<file path="src/rtl/fan_tach_meter.sv">
// Fan tachometer: synchronises and deglitches the tach line, counts filtered
// falling edges per gate window and publishes a saturated count each window.
module fan_tach_meter #(
    parameter int ADC_BITWIDTH = 8,
    parameter int GATE_TICKS   = 10000,
    parameter int FILTER_LEN   = 4
) (
    input  logic                    clk_i,
    input  logic                    rstn_i,
    input  logic                    clk_en_i,
    input  logic                    enable_i,
    input  logic                    tach_i,
    output logic [ADC_BITWIDTH-1:0] ADC_value_o,
    output logic                    dataValid_STRB_o,
    output logic                    stall_o,
    output logic [1:0]              state_o
);

    localparam int WIN_W = (GATE_TICKS > 1) ? $clog2(GATE_TICKS) : 1;
    localparam int FLT_W = (FILTER_LEN > 1) ? $clog2(FILTER_LEN) : 1;
    localparam logic [WIN_W-1:0]        WIN_LAST = WIN_W'(GATE_TICKS - 1);
    localparam logic [FLT_W-1:0]        FLT_LAST = FLT_W'(FILTER_LEN - 1);
    localparam logic [ADC_BITWIDTH-1:0] CNT_MAX  = '1;

    typedef enum logic [1:0] {
        S_IDLE   = 2'd0,
        S_WARMUP = 2'd1,
        S_COUNT  = 2'd2
    } state_e;

    state_e                  state_q, state_d;
    logic                    sync1_q, sync2_q;
    logic                    filt_q, filt_d;
    logic [FLT_W-1:0]        fcnt_q, fcnt_d;
    logic [WIN_W-1:0]        win_q, win_d;
    logic [ADC_BITWIDTH-1:0] ecnt_q, ecnt_d;
    logic [ADC_BITWIDTH-1:0] adc_q, adc_d;
    logic                    stall_q, stall_d;
    logic                    stb_q, stb_d;
    logic                    fall;
    logic [ADC_BITWIDTH-1:0] ecnt_inc;

    always_ff @(posedge clk_i or negedge rstn_i) begin
        if (!rstn_i) begin
            sync1_q <= 1'b1;
            sync2_q <= 1'b1;
            filt_q  <= 1'b1;
            fcnt_q  <= '0;
            win_q   <= '0;
            ecnt_q  <= '0;
            adc_q   <= '0;
            stall_q <= 1'b0;
            stb_q   <= 1'b0;
            state_q <= S_IDLE;
        end else begin
            sync1_q <= tach_i;
            sync2_q <= sync1_q;
            filt_q  <= filt_d;
            fcnt_q  <= fcnt_d;
            win_q   <= win_d;
            ecnt_q  <= ecnt_d;
            adc_q   <= adc_d;
            stall_q <= stall_d;
            stb_q   <= stb_d;
            state_q <= state_d;
        end
    end

    always_comb begin
        state_d  = state_q;
        filt_d   = filt_q;
        fcnt_d   = fcnt_q;
        win_d    = win_q;
        ecnt_d   = ecnt_q;
        adc_d    = adc_q;
        stall_d  = stall_q;
        stb_d    = 1'b0;
        fall     = 1'b0;
        ecnt_inc = ecnt_q;
        case (state_q)
            S_IDLE: begin
                fcnt_d = '0;
                win_d  = '0;
                ecnt_d = '0;
                if (enable_i) state_d = S_WARMUP;
            end
            S_WARMUP, S_COUNT: begin
                if (!enable_i) begin
                    state_d = S_IDLE;
                    fcnt_d  = '0;
                    win_d   = '0;
                    ecnt_d  = '0;
                end else if (clk_en_i) begin
                    // Any tick agreeing with the accepted level restarts the run.
                    if (sync2_q != filt_q) begin
                        if (fcnt_q == FLT_LAST) begin
                            filt_d = sync2_q;
                            fcnt_d = '0;
                            fall   = filt_q;
                        end else begin
                            fcnt_d = fcnt_q + 1'b1;
                        end
                    end else begin
                        fcnt_d = '0;
                    end
                    if (fall && ecnt_q != CNT_MAX) ecnt_inc = ecnt_q + 1'b1;
                    // An edge on the closing tick belongs to the closing window.
                    if (win_q == WIN_LAST) begin
                        win_d   = '0;
                        ecnt_d  = '0;
                        state_d = S_COUNT;
                        if (state_q == S_COUNT) begin
                            adc_d   = ecnt_inc;
                            stall_d = (ecnt_inc == '0);
                            stb_d   = 1'b1;
                        end
                    end else begin
                        win_d  = win_q + 1'b1;
                        ecnt_d = ecnt_inc;
                    end
                end
            end
            default: begin
                state_d = S_IDLE;
                fcnt_d  = '0;
                win_d   = '0;
                ecnt_d  = '0;
            end
        endcase
    end

    assign ADC_value_o      = adc_q;
    assign dataValid_STRB_o = stb_q;
    assign stall_o          = stall_q;
    assign state_o          = state_q;

endmodule

</file>
<file path="config.mk">
export PLATFORM = sky130hd
export DESIGN_NAME = fan_tach_meter
export DESIGN_NICKNAME = d
export VERILOG_FILES = /design/src/rtl/fan_tach_meter.sv
export SDC_FILE = /design/constraint.sdc
export NUM_CORES = 1
export LEC_CHECK = 0
export BUFFER_PORTS_ARGS = -buffer_cell sky130_fd_sc_hd__buf_2
export CORE_ASPECT_RATIO = 1.75
export CORE_MARGIN = 2
export CORE_UTILIZATION = 53
export CTS_BUF_LIST = sky130_fd_sc_hd__clkbuf_8 sky130_fd_sc_hd__clkbuf_16
export DETAILED_ROUTE_END_ITERATION = 10
export GPL_TIMING_DRIVEN = 0
export PLACE_DENSITY_LB_ADDON = 0.25
export SLEW_MARGIN = 5
export SYNTH_ARGS = -nofsm -noshare
export SYNTH_HDL_FRONTEND = slang
export SYNTH_SLANG_ARGS = --single-unit
</file>
<file path="constraint.sdc">
create_clock -name clk_i -period 2 [get_ports clk_i]
set_input_delay 0.1 -clock clk_i [delete_from_list [all_inputs] [get_ports clk_i]]
set_output_delay 0.1 -clock clk_i [all_outputs]
set_load 0.05 [all_outputs]
</file>
==> results.yml <==
run_status:
  status: "finished with violations"
  violations: "setup timing"
grt:
  antenna_found_initial: 0
  grt_start_max_net_pins: 40
  overflow: 0
  first_global_vias: 1779
  grt_util_all_layers_pct: 24.05
  grt_first_pass_wirelength_mm: 8.038
setup_path:
  crit_type: "register to register"
  reg2reg_depth: 6
  worstSetupEndpointType: "register"
  r2r_setup_slack_ns: -0.02
  cp_slowest_cell: "or4_4"
  crit_buf_inv: 1
  path_cells: "or4_4 -> nor4_4 -> buf_4 -> a21oi_4 -> a21oi_2 -> mux2_4"
  critPathArrivalTime_ns: 2.19
  cp_slowest_stage_delay_ns: 0.55
  r2r_start: "win_q[6]$_DFFE_PN0P_"
  rr_endpoint: "state_o[0]$_DFFE_PN0P_"
  required_ns: 2.17
  path_max_fanout: 4
  start_kind: "register"
  cp_top_family: "simple AND/OR/NAND/NOR gates"
timing:
  min_period_ns: 2.020
  totalNegativeSetupSlack_ns: -0.02039
  rsz0062_at_grt: "true"
  fin_ws_ns: -0.02039
  drv_slew: 0
  slew_headroom_pct: 42.22
  max_freq_mhz: 495.0
  whs_ns: 0.2187
  tightestPinTransition_ns: 0.8667
  setup_viol: 1
  hold_violations: 0
  finalCritPeriodShare_pct: 101.0
  skew_ns: 0.01363
place:
  gp_congestion: 0.8170
  dpl.cell_count: 287
  io_buffer_count: 16
  dpl.hpwl_mm: 3.421
synthesis:
  yosysSeqAreaShare_pct: 46.77
  netlist_instances: 223
  synthArstFlopShare_pct: 100.0
  synth_nets: 236
  synth_area_um2: 2095
  ys_seq_elements: 39
  syn_avg_cell_area_um2: 9.392
  synth_area_leaders: "dfrtp_1 43%, nand2_1 5.6%, ha_1 4.8%"
  yosysTopAreaCell: "dfrtp_1"
  synth_top_area_share_pct: 43.01
  synth_top_flop_cell: "dfrtp_1"
  synth.distinct_cells: 46
  ys_warn_count: 0
  synth_edf_count: 0
layout:
  drive_above_1_share_pct: 28.14
  num_antenna_cells: 0
  layout.nets: 275
  final_util_pct: 67.58
  stdcell_count: 311
  area_growth_pct: 23.54
pwr:
  total_power_mw: 2.177
  power.leakage_nw: 1.082
  vdd_ir_drop_max_mv: 0.8605
  p_per_area_nw_per_um2: 841.2
routing:
  routed-wl-met2_mm: 2.779
  first_iter_violations: 89
  met3WireLength_um: 192
  dr.pass1.iters: 4
  drc: 0
  met1Wirelength_mm: 1.814
  detail_route.vias_per_cell: 5.765
  topRoutingLayerUsed: "met4"
  ant_nets: 0
  wl_mm: 5.008
  vias: 1793
  wire_per_inst_um: 16.10
clock_network:
  clock_path_buffers: 2
  cts.clk_slew.worst_paths_ns: 0.07
  clk_latency_ns: 0.30
  cts-root-buf: "clkbuf_8"
  htree_levels: 2
  cts_inserted_buffers: 5
  clkSinkCount: 39
  cts_tree: "yes"
hold_path:
  worstHoldPathType: "input pin to register"
  min_path_cells: 3
  min_to: "filt_q$_DFFE_PN1P_"
  hp-start: "enable_i"
floorplanning:
  dieWidth_um: 51.52
  dieArea_um2: 4490
  ios: 17
  coreArea_um2: 3829
  start_util_pct: 54.71
  die_h_um: 87.16
  rows: 30
run:
  drv_cap: 0
synth_stat cells, types with 3 or more instances:
| cell | count |
|---|---|
| a21oi_1 | 12 |
| nand4_1 | 5 |
| nor2_1 | 8 |
| inv_1 | 10 |
| xor2_1 | 5 |
| nand2b_1 | 4 |
| nand3_1 | 14 |
| dfstp_2 | 3 |
| o31ai_1 | 6 |
| nor3_1 | 10 |
| xnor2_1 | 3 |
| ha_1 | 8 |
| o21ai_0 | 20 |
| clkbuf_1 | 7 |
| nor4_1 | 3 |
| dfrtp_1 | 36 |
| mux2i_1 | 3 |
| nand2_1 | 31 |
timing repair:
action | in CTS | in global routing
pin swaps | 5 | 9
hold endpoints to repair | 37 | 0
endpoints found under the setup margin | 24 | 21
gates cloned | 0 | 1
gates resized for setup | 14 | 13
hold buffers | 2 | 0
buffers inserted | 10 | 5
metrics by stage:
| step | worst slack, ns | cell area [um^2] |
|---|---|---|
| floorplan | 0.01422 | 2097 |
| global placement | -0.2144 | 2237 |
| detailed placement | -0.2593 | 2237 |
| CTS | -0.03659 | 2509 |
| global route | -0.1063 | 2587 |
| finish | -0.02039 | 2587 |
worst max-delay path by stage:
stage                            endpoint                  from  depth (start not counted)
2_1_floorplan      state_o[0]$_DFFE_PN0P_  win_q[7]$_DFFE_PN0P_                          5
3_3_place_gp   ADC_value_o[0]$_DFFE_PN0P_  win_q[7]$_DFFE_PN0P_                          6
3_5_place_dp   ADC_value_o[4]$_DFFE_PN0P_  win_q[7]$_DFFE_PN0P_                          6
4_1_cts            state_o[0]$_DFFE_PN0P_  win_q[6]$_DFFE_PN0P_                          6
5_1_grt        ADC_value_o[5]$_DFFE_PN0P_  win_q[6]$_DFFE_PN0P_                          6
6_report           state_o[0]$_DFFE_PN0P_  win_q[6]$_DFFE_PN0P_                          6
cell families (layout without fill, tap and decap cells):
kind of cell / after synthesis / in the layout / synth area share (%)
xor+xnor: 8 / 8 / 3.345
buf+inv: 18 / 58 / 3.585
flops: 39 / 39 / 46.77
fa+ha+maj: 8 / 8 / 4.779
simple gates: 93 / 93 / 23.54
mux: 6 / 6 / 3.047
compound gates: 51 / 51 / 14.93
where the power goes:
group,switching (mW),internal [mW],leakage (nW)
sequential,0.0377,0.828,0.525
combinational,0.373,0.247,0.496
clock,0.287,0.404,0.0612
total,0.698,1.48,1.08
registers in the layout (all words and copies together) (netlist names), 2 cells and up:
name and count:
ADC_value_o 8, ecnt_q 8, fcnt_q 2, state_o 2
win_q 14
routing by layer:
metal | vias up | track usage, %
li1 | 877 | -
met1 | 846 | 24.24
met2 | 51 | 44.06
met3 | 19 | 4.811
met4 | 0 | 13.88
met5 | - | 0
worst reg2reg max path: stages (launching register included):
cell and delay [ns]:
dfrtp_2 0.42, or4_4 0.55, nor4_4 0.17, buf_4 0.20
a21oi_4 0.07, a21oi_2 0.19, mux2_4 0.32
placed cells by master, fill, tap and decap left out, types with 6 or more instances in the layout:
master    count
clkbuf_8      6
nand3_1      14
o31ai_1       6
dfrtp_1      32
buf_4        15
buf_2        18
nor3_1        7
inv_1        10
nand2_1      30
o21ai_0      18
nor2_1        8
a21oi_1      11
area by class of cell:
cell class,instances,area (um^2)
buffer,6,35.03
clock buffer,6,82.58
clock inverter,2,35.03
fill,320,1241
inverter,10,37.54
multi-input combinational,166,1135
sequential,39,984.7
tap,48,60.06
timing repair buffer,34,217.7
(Power assumes the default switching activity.)
